--- config.mk ---
export PLATFORM = sky130hd
export DESIGN_NAME = instr_sequencer_flat
export DESIGN_NICKNAME = d
export VERILOG_FILES = /design/src/rtl/seq_pkg.sv /design/src/rtl/instr_sequencer_if.sv /design/src/rtl/seq_timeout_cnt.sv /design/src/rtl/instr_sequencer.sv /design/src/flat_wrapper.sv
export SDC_FILE = /design/constraint.sdc
export NUM_CORES = 1
export LEC_CHECK = 0
export BUFFER_PORTS_ARGS = -buffer_cell sky130_fd_sc_hd__buf_4
export CAP_MARGIN = 20
export CORE_ASPECT_RATIO = 0.6
export CORE_MARGIN = 1.5
export CORE_UTILIZATION = 45
export DETAILED_ROUTE_END_ITERATION = 6
export PLACE_DENSITY = 0.72
export SETUP_SLACK_MARGIN = 0.15
export SYNTH_ARGS = -nofsm -noshare
export SYNTH_HDL_FRONTEND = slang
export SYNTH_SLANG_ARGS = --single-unit
--- constraint.sdc ---
create_clock -name clock -period 2.19 [get_ports clock]
set_input_delay 0.1095 -clock clock [delete_from_list [all_inputs] [get_ports clock]]
set_output_delay 0.1095 -clock clock [all_outputs]
set_load 0.02 [all_outputs]
--- src/rtl/seq_pkg.sv ---
// Shared definitions for the instruction sequencer: state encoding,
// instruction-word field positions and the latched control-field layout.
package seq_pkg;

    localparam int unsigned INSTR_W   = 80;

    localparam int unsigned OP_HI     = 79;
    localparam int unsigned OP_LO     = 16;
    localparam int unsigned OPR_HI    = 15;
    localparam int unsigned OPR_LO    = 12;
    localparam int unsigned MAXC_HI   = 11;
    localparam int unsigned MAXC_LO   = 6;
    localparam int unsigned ENDW_HI   = 5;
    localparam int unsigned ENDW_LO   = 4;
    localparam int unsigned ENRA_BIT  = 3;
    localparam int unsigned ENRB_BIT  = 2;
    localparam int unsigned CNSTA_BIT = 1;
    localparam int unsigned CNSTB_BIT = 0;

    localparam int unsigned OPND_W    = OP_HI - OP_LO + 1;
    localparam int unsigned OPR_W     = OPR_HI - OPR_LO + 1;
    localparam int unsigned MAXC_W    = MAXC_HI - MAXC_LO + 1;
    localparam int unsigned ENDW_W    = ENDW_HI - ENDW_LO + 1;

    localparam int unsigned STATE_W   = 3;

    localparam logic [STATE_W-1:0] ST_IDLE  = 3'd0;
    localparam logic [STATE_W-1:0] ST_FETCH = 3'd1;
    localparam logic [STATE_W-1:0] ST_WRITE = 3'd2;
    localparam logic [STATE_W-1:0] ST_EXEC  = 3'd3;
    localparam logic [STATE_W-1:0] ST_WAIT  = 3'd4;
    localparam logic [STATE_W-1:0] ST_STORE = 3'd5;
    localparam logic [STATE_W-1:0] ST_DONE  = 3'd6;

    // Non-operand fields of an instruction word, held for one instruction
    typedef struct packed {
        logic [OPR_W-1:0]  opr;
        logic [MAXC_W-1:0] maxclock;
        logic [ENDW_W-1:0] endwreg;
        logic              enrregA;
        logic              enrregB;
        logic              cnstA;
        logic              cnstB;
    } instr_ctrl_t;

    function automatic logic state_busy(input logic [STATE_W-1:0] st);
        return !(st == ST_IDLE || st == ST_DONE);
    endfunction

endpackage

--- src/rtl/instr_sequencer_if.sv ---
// Bus between the sequencer and the instruction table / register bank / ALU.
// master = sequencer side, slave = datapath side.
interface instr_sequencer_if
    import seq_pkg::*;
#(
    parameter int unsigned IDX_W  = 4,
    parameter int unsigned DATA_W = 64
) ();

    logic [IDX_W-1:0]   instr_idx;
    logic [INSTR_W-1:0] instr_word;
    logic               regwen;
    logic [IDX_W-1:0]   selwreg;
    logic [ENDW_W-1:0]  endwreg;
    logic [DATA_W-1:0]  wdata;
    logic [IDX_W-1:0]   seloutA;
    logic [IDX_W-1:0]   seloutB;
    logic               enrregA;
    logic               enrregB;
    logic               cnstA;
    logic               cnstB;
    logic [OPR_W-1:0]   opr;
    logic               start;
    logic               done;
    logic [DATA_W-1:0]  result;

    modport master (
        output instr_idx, regwen, selwreg, endwreg, wdata, seloutA, seloutB,
               enrregA, enrregB, cnstA, cnstB, opr, start,
        input  instr_word, done, result
    );

    modport slave (
        input  instr_idx, regwen, selwreg, endwreg, wdata, seloutA, seloutB,
               enrregA, enrregB, cnstA, cnstB, opr, start,
        output instr_word, done, result
    );

endinterface

--- src/rtl/seq_timeout_cnt.sv ---
// Per-instruction cycle budget counter; expired flags the last allowed
// WAIT cycle. A zero limit never expires.
module seq_timeout_cnt #(
    parameter int unsigned W = 6
) (
    input  logic         clock,
    input  logic         reset,
    input  logic         clr,
    input  logic         en,
    input  logic [W-1:0] limit,
    output logic         expired
);

    logic [W-1:0] cnt_q;

    always_ff @(posedge clock) begin
        if (reset) begin
            cnt_q <= '0;
        end else if (clr) begin
            cnt_q <= '0;
        end else if (en) begin
            cnt_q <= cnt_q + W'(1);
        end
    end

    assign expired = (limit != '0) && (cnt_q == limit - W'(1));

endmodule

--- src/rtl/instr_sequencer.sv ---
// Steps through the instruction table, writes each operand to the register
// bank, runs the ALU under a cycle budget and captures its result.
// Optional SEQ_CHAIN_EN: operands after entry 0 come from the previous result.
module instr_sequencer
    import seq_pkg::*;
#(
    parameter int unsigned NUM_INSTR = 16,
    parameter int unsigned IDX_W     = 4,
    parameter int unsigned DATA_W    = 64
) (
    input  logic              clock,
    input  logic              reset,
    input  logic              go,
    instr_sequencer_if.master bus,
    output logic [DATA_W-1:0] last_result,
    output logic              busy,
    output logic              finished,
    output logic              timeout
);

    localparam logic [IDX_W-1:0] LAST_IDX = IDX_W'(NUM_INSTR - 1);

    logic [STATE_W-1:0] state_q,    state_d;
    logic [IDX_W-1:0]   idx_q,      idx_d;
    instr_ctrl_t        ctrl_q,     ctrl_d;
    logic [DATA_W-1:0]  operand_q,  operand_d;
    logic [DATA_W-1:0]  res_cap_q,  res_cap_d;
    logic [DATA_W-1:0]  last_q,     last_d;
    logic               timeout_q,  timeout_d;
    logic               regwen_q,   regwen_d;
    logic               start_q,    start_d;
    logic               busy_q,     busy_d;
    logic               finished_q, finished_d;

    logic               cnt_clr;
    logic               cnt_en;
    logic               expired;
    logic [DATA_W-1:0]  word_operand;

    assign word_operand = DATA_W'(bus.instr_word[OP_HI:OP_LO]);

    seq_timeout_cnt #(.W(MAXC_W)) u_timeout_cnt (
        .clock   (clock),
        .reset   (reset),
        .clr     (cnt_clr),
        .en      (cnt_en),
        .limit   (ctrl_q.maxclock),
        .expired (expired)
    );

    // State and registered outputs
    always_ff @(posedge clock) begin
        if (reset) begin
            state_q    <= ST_IDLE;
            idx_q      <= '0;
            ctrl_q     <= '0;
            operand_q  <= '0;
            res_cap_q  <= '0;
            last_q     <= '0;
            timeout_q  <= 1'b0;
            regwen_q   <= 1'b0;
            start_q    <= 1'b0;
            busy_q     <= 1'b0;
            finished_q <= 1'b0;
        end else begin
            state_q    <= state_d;
            idx_q      <= idx_d;
            ctrl_q     <= ctrl_d;
            operand_q  <= operand_d;
            res_cap_q  <= res_cap_d;
            last_q     <= last_d;
            timeout_q  <= timeout_d;
            regwen_q   <= regwen_d;
            start_q    <= start_d;
            busy_q     <= busy_d;
            finished_q <= finished_d;
        end
    end

    // Next state; pulse outputs are decoded from the state being entered
    always_comb begin
        state_d   = state_q;
        idx_d     = idx_q;
        ctrl_d    = ctrl_q;
        operand_d = operand_q;
        res_cap_d = res_cap_q;
        last_d    = last_q;
        timeout_d = timeout_q;
        regwen_d  = 1'b0;
        start_d   = 1'b0;
        cnt_clr   = 1'b0;
        cnt_en    = 1'b0;

        case (state_q)
            ST_IDLE, ST_DONE: begin
                if (go) begin
                    state_d   = ST_FETCH;
                    idx_d     = '0;
                    timeout_d = 1'b0;
                end
            end
            ST_FETCH: begin
                ctrl_d = '{
                    opr:      bus.instr_word[OPR_HI:OPR_LO],
                    maxclock: bus.instr_word[MAXC_HI:MAXC_LO],
                    endwreg:  bus.instr_word[ENDW_HI:ENDW_LO],
                    enrregA:  bus.instr_word[ENRA_BIT],
                    enrregB:  bus.instr_word[ENRB_BIT],
                    cnstA:    bus.instr_word[CNSTA_BIT],
                    cnstB:    bus.instr_word[CNSTB_BIT]
                };
`ifdef SEQ_CHAIN_EN
                operand_d = (idx_q == '0) ? word_operand : last_q;
`else
                operand_d = word_operand;
`endif
                state_d  = ST_WRITE;
                regwen_d = 1'b1;
            end
            ST_WRITE: begin
                state_d = ST_EXEC;
                start_d = 1'b1;
            end
            ST_EXEC: begin
                cnt_clr = 1'b1;
                state_d = ST_WAIT;
            end
            ST_WAIT: begin
                cnt_en = 1'b1;
                // done beats an expiring budget in the same cycle
                if (bus.done) begin
                    res_cap_d = bus.result;
                    state_d   = ST_STORE;
                end else if (expired) begin
                    timeout_d = 1'b1;
                    state_d   = ST_DONE;
                end
            end
            ST_STORE: begin
                last_d = res_cap_q;
                if (idx_q == LAST_IDX) begin
                    state_d = ST_DONE;
                end else begin
                    idx_d   = idx_q + IDX_W'(1);
                    state_d = ST_FETCH;
                end
            end
            default: begin
                state_d = ST_IDLE;
            end
        endcase

        busy_d     = state_busy(state_d);
        finished_d = (state_d == ST_DONE);
    end

    assign bus.instr_idx = idx_q;
    assign bus.selwreg   = idx_q;
    assign bus.seloutA   = idx_q;
    assign bus.seloutB   = idx_q;
    assign bus.regwen    = regwen_q;
    assign bus.wdata     = operand_q;
    assign bus.endwreg   = ctrl_q.endwreg;
    assign bus.enrregA   = ctrl_q.enrregA;
    assign bus.enrregB   = ctrl_q.enrregB;
    assign bus.cnstA     = ctrl_q.cnstA;
    assign bus.cnstB     = ctrl_q.cnstB;
    assign bus.opr       = ctrl_q.opr;
    assign bus.start     = start_q;

    assign last_result = last_q;
    assign busy        = busy_q;
    assign finished    = finished_q;
    assign timeout     = timeout_q;

endmodule

--- src/flat_wrapper.sv ---
// flat-port wrapper written by rule: the top's interface ports become plain ports
module instr_sequencer_flat import seq_pkg::*;
#(
    parameter int unsigned NUM_INSTR = 16,
    parameter int unsigned IDX_W     = 4,
    parameter int unsigned DATA_W    = 64
)
  (clock, reset, go, last_result, busy, finished, timeout, bus_instr_idx, bus_regwen, bus_selwreg, bus_endwreg, bus_wdata, bus_seloutA, bus_seloutB, bus_enrregA, bus_enrregB, bus_cnstA, bus_cnstB, bus_opr, bus_start, bus_instr_word, bus_done, bus_result);
  instr_sequencer_if #(.IDX_W(IDX_W), .DATA_W(DATA_W)) bus_i ();
  input  logic clock;
  input  logic reset;
  input  logic go;
  output logic [DATA_W-1:0] last_result;
  output logic busy;
  output logic finished;
  output logic timeout;
  output wire logic [$bits(bus_i.instr_idx)-1:0] bus_instr_idx;
  output wire logic [$bits(bus_i.regwen)-1:0] bus_regwen;
  output wire logic [$bits(bus_i.selwreg)-1:0] bus_selwreg;
  output wire logic [$bits(bus_i.endwreg)-1:0] bus_endwreg;
  output wire logic [$bits(bus_i.wdata)-1:0] bus_wdata;
  output wire logic [$bits(bus_i.seloutA)-1:0] bus_seloutA;
  output wire logic [$bits(bus_i.seloutB)-1:0] bus_seloutB;
  output wire logic [$bits(bus_i.enrregA)-1:0] bus_enrregA;
  output wire logic [$bits(bus_i.enrregB)-1:0] bus_enrregB;
  output wire logic [$bits(bus_i.cnstA)-1:0] bus_cnstA;
  output wire logic [$bits(bus_i.cnstB)-1:0] bus_cnstB;
  output wire logic [$bits(bus_i.opr)-1:0] bus_opr;
  output wire logic [$bits(bus_i.start)-1:0] bus_start;
  input wire logic [$bits(bus_i.instr_word)-1:0] bus_instr_word;
  input wire logic [$bits(bus_i.done)-1:0] bus_done;
  input wire logic [$bits(bus_i.result)-1:0] bus_result;
  assign bus_instr_idx = bus_i.instr_idx;
  assign bus_regwen = bus_i.regwen;
  assign bus_selwreg = bus_i.selwreg;
  assign bus_endwreg = bus_i.endwreg;
  assign bus_wdata = bus_i.wdata;
  assign bus_seloutA = bus_i.seloutA;
  assign bus_seloutB = bus_i.seloutB;
  assign bus_enrregA = bus_i.enrregA;
  assign bus_enrregB = bus_i.enrregB;
  assign bus_cnstA = bus_i.cnstA;
  assign bus_cnstB = bus_i.cnstB;
  assign bus_opr = bus_i.opr;
  assign bus_start = bus_i.start;
  assign bus_i.instr_word = bus_instr_word;
  assign bus_i.done = bus_done;
  assign bus_i.result = bus_result;
  instr_sequencer #(.NUM_INSTR(NUM_INSTR), .IDX_W(IDX_W), .DATA_W(DATA_W)) u_core (.clock(clock), .reset(reset), .go(go), .bus(bus_i), .last_result(last_result), .busy(busy), .finished(finished), .timeout(timeout));
endmodule
==> results of run 1 <==
==> through the flow <==
stage | instances | util (%)
3_3_place_gp | 1513 | 59.1
6_report | 1694 | 70.9
3_5_place_dp | 1513 | 59.1
4_1_cts | 1694 | 70.8
2_1_floorplan | 1045 | -
5_1_grt | 1694 | 70.9
==> worst min-delay path, delay by kind of cell <==
family	cells	cell delay, ns
AOI/OAI and AO/OA	2	0.22
buffers and inverters	1	0.11
and+or+nand+nor	1	0.06
==> logic make-up after synthesis <==
| family | after synthesis | synth area share [%] |
|---|---|---|
| AND/OR/NAND/NOR | 464 | 22.1 |
| buffers and inverters | 97 | 5.35 |
| AO/OA/AOI/OAI | 236 | 15.0 |
| multiplexers | 3 | 0.380 |
| flip-flops | 226 | 55.0 |
| adder cells (fa/ha/maj) | 3 | 0.456 |
| XOR/XNOR | 16 | 1.70 |
==> routing by layer <==
layer / track usage (%) / up-vias / routed length (um)
met1: 31.7 / 3916 / 10800
met5: 0 / - / 0
met2: 42.7 / 299 / 12000
li1: - / 4140 / -
met3: 6.74 / 58 / 1870
met4: 8.16 / 0 / 702
==> state kept, by name (all words and copies together), names as in the netlist, 2 cells and up <==
name	flops
u_core.bus.endwreg	2
u_core.bus.instr_idx	4
u_core.bus.opr	4
u_core.bus.wdata	64
u_core.ctrl_q	6
u_core.last_result	64
u_core.res_cap_q	64
u_core.state_q	3
u_core.u_timeout_cnt.cnt_q	6
==> worst paths after layout <==
kind | from | end | slack [ns]
setup / recovery | u_core.ctrl_q[8] | u_core.finished | 0.25
hold / removal | go | u_core.state_q[2] | 0.07
setup reg to reg | u_core.ctrl_q[8] | u_core.finished | 0.25
hold reg to reg | u_core.res_cap_q[44] | u_core.last_result[44] | 0.44
==> layout by cell type (no fill, tap or decap), drive strengths merged, types with 2 or more instances in the layout <==
cell type / instances
ha: 3
mux2i: 2
nor3: 2
a21oi: 217
nand4: 3
buf: 320
and2: 2
dfxtp: 226
nand2: 422
inv: 5
clkbuf: 30
nand2b: 4
clkinv: 5
nor2: 18
xor2: 9
dlygate4sd3: 145
nor3b: 3
xnor2: 7
o21ai: 3
a31oi: 2
nor2b: 3
nand3: 3
==> power groups by stage <==
stage	logic [mW]	clock network, mW	registers, mW
after floorplan	0.422	0	4.50
after global placement	0.985	0	4.40
after detailed placement	0.994	0	4.41
after CTS	1.21	3.60	4.32
after global routing	1.33	3.78	4.34
final	1.24	3.57	4.32
==> area by class of cell <==
cell class	instances	area share, %
Tap cell	240	2.36
Timing Repair Buffer	465	31.0
Multi-Input combinational cell	722	25.8
Inverter	5	0.147
Clock buffer	30	4.70
Sequential cell	226	35.5
Clock inverter	6	0.462
==> timing repair <==
action,4_1_cts,5_1_grt
gates resized for setup,0,2
hold endpoints to repair,145,0
setup endpoints to repair,0,10
hold buffers,145,0
==> tab_implementation.tex, run 1 <==
\begin{tabular}{lr}
\hline
Metric & Value \\
\hline
\multicolumn{2}{l}{\textbf{Critical path}} \\
Worst-path maximum fanout & 6 \\
Number of buffers and inverters on the critical path & 0 \\
Cell at the slowest stage of the critical path & sky130\_fd\_sc\_hd\_\_or4\_4 \\
Data required, critical path & 2.61 ns \\
Critical path, cell by cell & or3\_4 -> or4\_4 -> a211oi\_4 -> a31oi\_1 -> nor3\_2 \\
Critical path capture point type & flip-flop \\
FF-to-FF path depth & 5 \\
Startpoint kind of the worst setup timing path & flip-flop \\
Arrival time at the worst endpoint & 2.36 ns \\
Delay of the slowest cell on the worst path & 0.50 ns \\
Kind of cell with the highest combined delay on the critical path & simple AND/OR/NAND/NOR gates \\
Total stage count of the critical path & 5 \\
Crit Path Class & reg2reg \\
\multicolumn{2}{l}{\textbf{Routing}} \\
Number of nets with antenna violations after detailed routing & 0 \\
Wire length after detailed routing & 25300 um \\
WL per Instance & 14.9 um \\
Vias per cell & between 4 and 5 \\
Violation count after the first detailed-route iteration & $\sim$600 \\
DRC violations left & 0 \\
Total number of vias & around 8400 \\
DRT Pass-1 Iters & 5 \\
\multicolumn{2}{l}{\textbf{Floorplan}} \\
Rows & 38 \\
Horiz. Die Dim & approximately 180 um \\
Number of top-level design ports & $\sim$310 \\
Initial Utilization & 45.8\% \\
Die Area & 19100 sq um \\
Core Footprint & roughly 18000 sq um \\
Height of the chip & roughly 110 um \\
\multicolumn{2}{l}{\textbf{Timing}} \\
Clock skew & 0.0107 ns \\
Slew at the pin closest to its max-slew limit & 0.736 ns \\
Final worst-path setup slack & 0.251 ns \\
Final worst-path cycle share & 88.5\% \\
Final hold violation count & 0 \\
Max Freq & 516 MHz \\
Worst max-slew margin expressed relative to the limit & 51.0\% \\
Number of setup violations in the final report & 0 \\
Post-layout minimum cycle time & around 1.9 ns \\
Pins Over Slew Limit & 0 \\
Final TNS setup & 0 ns \\
Final hold slack & 0.0690 ns \\
Setup repair after global routing missed its margin & false \\
\multicolumn{2}{l}{\textbf{Yosys}} \\
Mean post-synth cell area & 7.88 sq um \\
Cell count after synthesis & 1045 \\
Top cells by count, synth & 422 x sky130\_fd\_sc\_hd\_\_nand2\_1, 226 x sky130\_fd\_sc\_hd\_\_dfxtp\_1, 217 x sky130\_fd\_sc\_hd\_\_a21oi\_1 \\
Seq cells post-synth & 226 \\
FFs w/ async S/R, synth & 0\% \\
Synthesized netlist net count & 1196 \\
Largest area contributor in the netlist & sky130\_fd\_sc\_hd\_\_dfxtp\_1 \\
Share of the yosys chip area belonging to registers & 55.0\% \\
Cell types with the largest area share after synthesis & sky130\_fd\_sc\_hd\_\_dfxtp\_1 55\%, sky130\_fd\_sc\_hd\_\_nand2\_1 19\%, sky130\_fd\_sc\_hd\_\_a21oi\_1 13\% \\
Area share of the leading cell type in the synthesized netlist & 55.0\% \\
Number of synthesis warnings & 0 \\
Dominant register cell in the synthesized netlist & sky130\_fd\_sc\_hd\_\_dfxtp\_1 \\
Cell with the most instances after synthesis & sky130\_fd\_sc\_hd\_\_nand2\_1 \\
Post-synth EDFFs & 0 \\
Synth Cell Area & approximately 8200 sq um \\
Unique masters post-synth & 43 \\
\multicolumn{2}{l}{\textbf{Clocking}} \\
Number of H-tree levels & 1 \\
Number of buffers inserted to repair setup after CTS & 0 \\
Clock slew at the register clock pins of the worst setup and hold paths & 0.07 ns \\
Clock Tree Buf Depth & 3 \\
Clock tree from TritonCTS & yes \\
TritonCTS Buffers & 21 \\
Cell at the root of the clock tree & sky130\_fd\_sc\_hd\_\_clkbuf\_16 \\
Number of clock sinks seen by CTS & approximately 230 \\
Clock latency at the later pin of the worst-skew pair & 0.49 ns \\
\multicolumn{2}{l}{\textbf{Power and ir drop}} \\
Lkg Pwr & between 5 and 6 nW \\
Clock power frac & 39.1\% \\
Internal power & $\sim$6.9 mW \\
Max IR drop VDD & 0.474 mV \\
Part of the total power dissipated in combinational logic & 13.6\% \\
Sequential cell fraction of total power & 47.3\% \\
Power, Total & between 9 and 10 mW \\
Pwr dens & 717 nW/um\^{}2 \\
Switching power of the nets & between 2 and 2.5 mW \\
Switching power share of the total & approximately 25\% \\
\multicolumn{2}{l}{\textbf{Global route}} \\
Via count of the first global-routing pass & 8106 \\
GR Util All Layers & approximately 25\% \\
Global-route wire length before repair & around 40000 um \\
GRT Residual Overflow & 0 \\
Pin count of the biggest net entering global routing & 80 \\
Initial antenna violation count & 0 \\
\multicolumn{2}{l}{\textbf{Finish}} \\
Multi-input logic area & 3290 sq um \\
Fraction of layout instances using a drive strength above 1 & 25.0\% \\
Final instance area & 12700 sq um \\
Total area of sequential cells & about 4500 sq um \\
Final net count & 1592 \\
Number of antenna repair diodes & 0 \\
Filler cell count & 1369 \\
Area growth, synth to finish & 54.8\% \\
\multicolumn{2}{l}{\textbf{Hold path}} \\
Worst hold path class & in2reg \\
Hold Path Stages & 4 \\
\multicolumn{2}{l}{\textbf{Outcome}} \\
Run status & finished clean \\
\multicolumn{2}{l}{\textbf{Placement}} \\
Worst Setup Slack post-DPL & 0.270 ns \\
Half-perimeter wire length after detailed placement & 14500 um \\
Final weighted congestion in routability-driven placement & 0.782 \\
Post-DP Area & 10600 sq um \\
Input/output buffers & 306 \\
\multicolumn{2}{l}{\textbf{Job}} \\
Max-cap check violation count & 0 \\
\hline
\end{tabular}
Note: power is estimated with default switching activity, not from simulation.
==> inputs of run 2 (changes only) <==
==> constraint.sdc (replaced) <==
create_clock -name clock -period 1.9 [get_ports clock]
set_input_delay 0.095 -clock clock [delete_from_list [all_inputs] [get_ports clock]]
set_output_delay 0.095 -clock clock [all_outputs]
set_load 0.02 [all_outputs]
==> tab_implementation.tex, run 2 (synthesis results as in run 1) <==
\begin{tabular}{lr}
\hline
Metric & Value \\
\hline
\multicolumn{2}{l}{\textbf{Outcome}} \\
Run status & finished clean \\
\multicolumn{2}{l}{\textbf{Routing}} \\
Number of nets with antenna violations after detailed routing & 0 (unchanged) \\
Total number of vias & 8449 (+0.43\%) \\
DRT Pass-1 Iters & 5 (unchanged) \\
Violation count after the first detailed-route iteration & 585 (-1.7\%) \\
Vias per cell & 4.96 (-0.10\%) \\
DRC violations left & 0 (unchanged) \\
WL per Instance & 15.3 um (+2.5\%) \\
Wire length after detailed routing & 26100 um (+3.0\%) \\
\multicolumn{2}{l}{\textbf{Timing}} \\
Final worst-path setup slack & 0.131 ns (-0.119 ns) \\
Worst max-slew margin expressed relative to the limit & 67.2\% (+16 points) \\
Final hold violation count & 0 (unchanged) \\
Clock skew & 0.00656 ns (-0.00418 ns) \\
Number of setup violations in the final report & 0 (unchanged) \\
Post-layout minimum cycle time & 1.77 ns (-0.171 ns) \\
Final hold slack & 0.0825 ns (+0.0135 ns) \\
Setup repair after global routing missed its margin & true \\
Slew at the pin closest to its max-slew limit & 0.485 ns (-0.251 ns) \\
Max Freq & 565 MHz (+9.6\%) \\
Final TNS setup & 0 ns (unchanged) \\
Pins Over Slew Limit & 0 (unchanged) \\
Final worst-path cycle share & 93.1\% (+4.5 points) \\
\multicolumn{2}{l}{\textbf{Finish}} \\
Most frequent standard cell in the layout excluding fill and tap cells & sky130\_fd\_sc\_hd\_\_nand2\_1 \\
Number of antenna repair diodes & 0 (unchanged) \\
Filler cell count & 1339 (-2.2\%) \\
Area growth, synth to finish & 56.7\% \\
Most frequent cells in the layout & 421 x sky130\_fd\_sc\_hd\_\_nand2\_1, 320 x sky130\_fd\_sc\_hd\_\_buf\_4, 219 x sky130\_fd\_sc\_hd\_\_dfxtp\_1 \\
Fraction of layout instances using a drive strength above 1 & 26.3\% (+1.4 points) \\
Count of non-filler cells in the finished layout & 1703 (+0.53\%) \\
Final net count & 1602 (+0.63\%) \\
\multicolumn{2}{l}{\textbf{Clocking}} \\
TritonCTS Buffers & 21 (unchanged) \\
Number of H-tree levels & 1 (unchanged) \\
Clock Tree Buf Depth & 3 (unchanged) \\
Clock latency at the later pin of the worst-skew pair & 0.49 ns (about the same) \\
Cell at the root of the clock tree & sky130\_fd\_sc\_hd\_\_clkbuf\_16 \\
Clock slew at the register clock pins of the worst setup and hold paths & 0.06 ns (about the same) \\
Number of clock sinks seen by CTS & 226 (unchanged) \\
Clock tree from TritonCTS & yes \\
\multicolumn{2}{l}{\textbf{Global route}} \\
Via count of the first global-routing pass & 7956 (-1.9\%) \\
GRT Residual Overflow & 0 (unchanged) \\
GR Util All Layers & 25.7\% (+0.27 points) \\
Pin count of the biggest net entering global routing & 78 (-2.5\%) \\
Initial antenna violation count & 0 (unchanged) \\
Global-route wire length before repair & 39500 um (about the same) \\
\multicolumn{2}{l}{\textbf{Power and ir drop}} \\
Part of the total power dissipated in combinational logic & 14.1\% (+0.5 points) \\
Switching power of the nets & 2.59 mW (+15\%) \\
Max IR drop VDD & 0.676 mV (+43\%) \\
Pwr dens & 823 nW/um\^{}2 (+15\%) \\
Switching power share of the total & 24.4\% (-0.25 points) \\
Sequential cell fraction of total power & 46.9\% (-0.4 points) \\
Lkg Pwr & 5.26 nW (+1.5\%) \\
Clock power frac & 39.1\% (about the same) \\
Internal power & 8.02 mW (+17\%) \\
\multicolumn{2}{l}{\textbf{Hold path}} \\
Worst hold path class & in2reg \\
Hold Startpoint & bus\_done \\
\multicolumn{2}{l}{\textbf{Critical path}} \\
Critical path capture point type & flip-flop \\
Startpoint kind of the worst setup timing path & flip-flop \\
Arrival time at the worst endpoint & 2.19 ns (-0.17 ns) \\
Crit Path Class & reg2reg \\
Data required, critical path & 2.32 ns (-0.29 ns) \\
Worst-path maximum fanout & 3 (-3) \\
FF-to-FF Start & u\_core.ctrl\_q[9] \\
Worst Setup SP & u\_core.ctrl\_q[9] \\
\multicolumn{2}{l}{\textbf{Floorplan}} \\
Initial Utilization & 45.8\% (unchanged) \\
Horiz. Die Dim & 178 um (unchanged) \\
Number of top-level design ports & 307 (unchanged) \\
Height of the chip & 108 um (unchanged) \\
Die Area & 19100 sq um (unchanged) \\
Core Footprint & 18000 sq um (unchanged) \\
Rows & 38 (unchanged) \\
\multicolumn{2}{l}{\textbf{Placement}} \\
Half-perimeter wire length after detailed placement & 15300 um (+5.5\%) \\
Number of placed cells counting well taps & 1521 (+0.53\%) \\
Input/output buffers & 306 (unchanged) \\
Worst Setup Slack post-DPL & 0.104 ns (-0.166 ns) \\
Final weighted congestion in routability-driven placement & 0.797 (+2.0\%) \\
\multicolumn{2}{l}{\textbf{Job}} \\
Max-cap check violation count & 0 (unchanged) \\
\hline
\end{tabular}
## run 2: final cells by class
cell class | count | area (sq um) | share of cell area, %
clock buffer | 29 | 616 | 4.77
clock inverter | 6 | 57.6 | 0.446
inverter | 5 | 18.8 | 0.146
multi-input combinational | 722 | 3320 | 25.7
sequential | 226 | 4540 | 35.2
tap | 240 | 300 | 2.33
timing repair buffer | 475 | 4050 | 31.4
## run 2: stage by stage
stage                     power, mW  cell area [sq um]  utilization (%)
after floorplan                5.67               8230                -
after global placement         6.23              10700             59.5
after detailed placement       6.25              10700             59.5
after CTS                      10.6              12900             71.5
after global routing           11.0              12900             71.8
final                          10.6              12900             71.8
## run 2: layer usage
layer / GRT usage, % / part of all wire [%] / vias to the layer above
li1: - / - / 4166
met1: 32.9 / 42 / 3921
met2: 42.2 / 47 / 293
met3: 6.39 / 7.1 / 69
met4: 8.88 / 3.1 / 0
met5: 0 / 0 / -
## run 2: power groups by stage
stage          Combinational (mW)  Clock [mW]  Sequential [mW]
2_1_floorplan               0.487           0             5.19
3_3_place_gp                 1.16           0             5.07
3_5_place_dp                 1.18           0             5.08
4_1_cts                      1.44        4.23             4.97
5_1_grt                      1.60        4.43             4.99
6_report                     1.49        4.14             4.98
## run 2: final timing paths
path | slack, ns | depth (start not counted) | to
min reg2reg | 0.45 | 2 | u_core.last_result[16]
max | 0.13 | 5 | u_core.state_q[1]
min | 0.08 | 5 | u_core.state_q[0]
max reg2reg | 0.13 | 5 | u_core.state_q[1]
## run 2: worst max-delay path: stages (launching register included)
cell	delay [ns]
sky130_fd_sc_hd__dfxtp_4	0.34
sky130_fd_sc_hd__or3_4	0.37
sky130_fd_sc_hd__or4_4	0.43
sky130_fd_sc_hd__a211oi_4	0.28
sky130_fd_sc_hd__a31oi_2	0.15
sky130_fd_sc_hd__nor2_1	0.13
## run 2: timing repair
| action | in CTS | in global routing |
|---|---|---|
| pin swaps | 4 | 1 |
| hold buffers | 145 | 0 |
| endpoints found under the hold margin | 153 | 0 |
| setup endpoints to repair | 5 | 81 |
| buffers inserted | 1 | 0 |
| gates resized for setup | 7 | 5 |
| cloned | 0 | 1 |
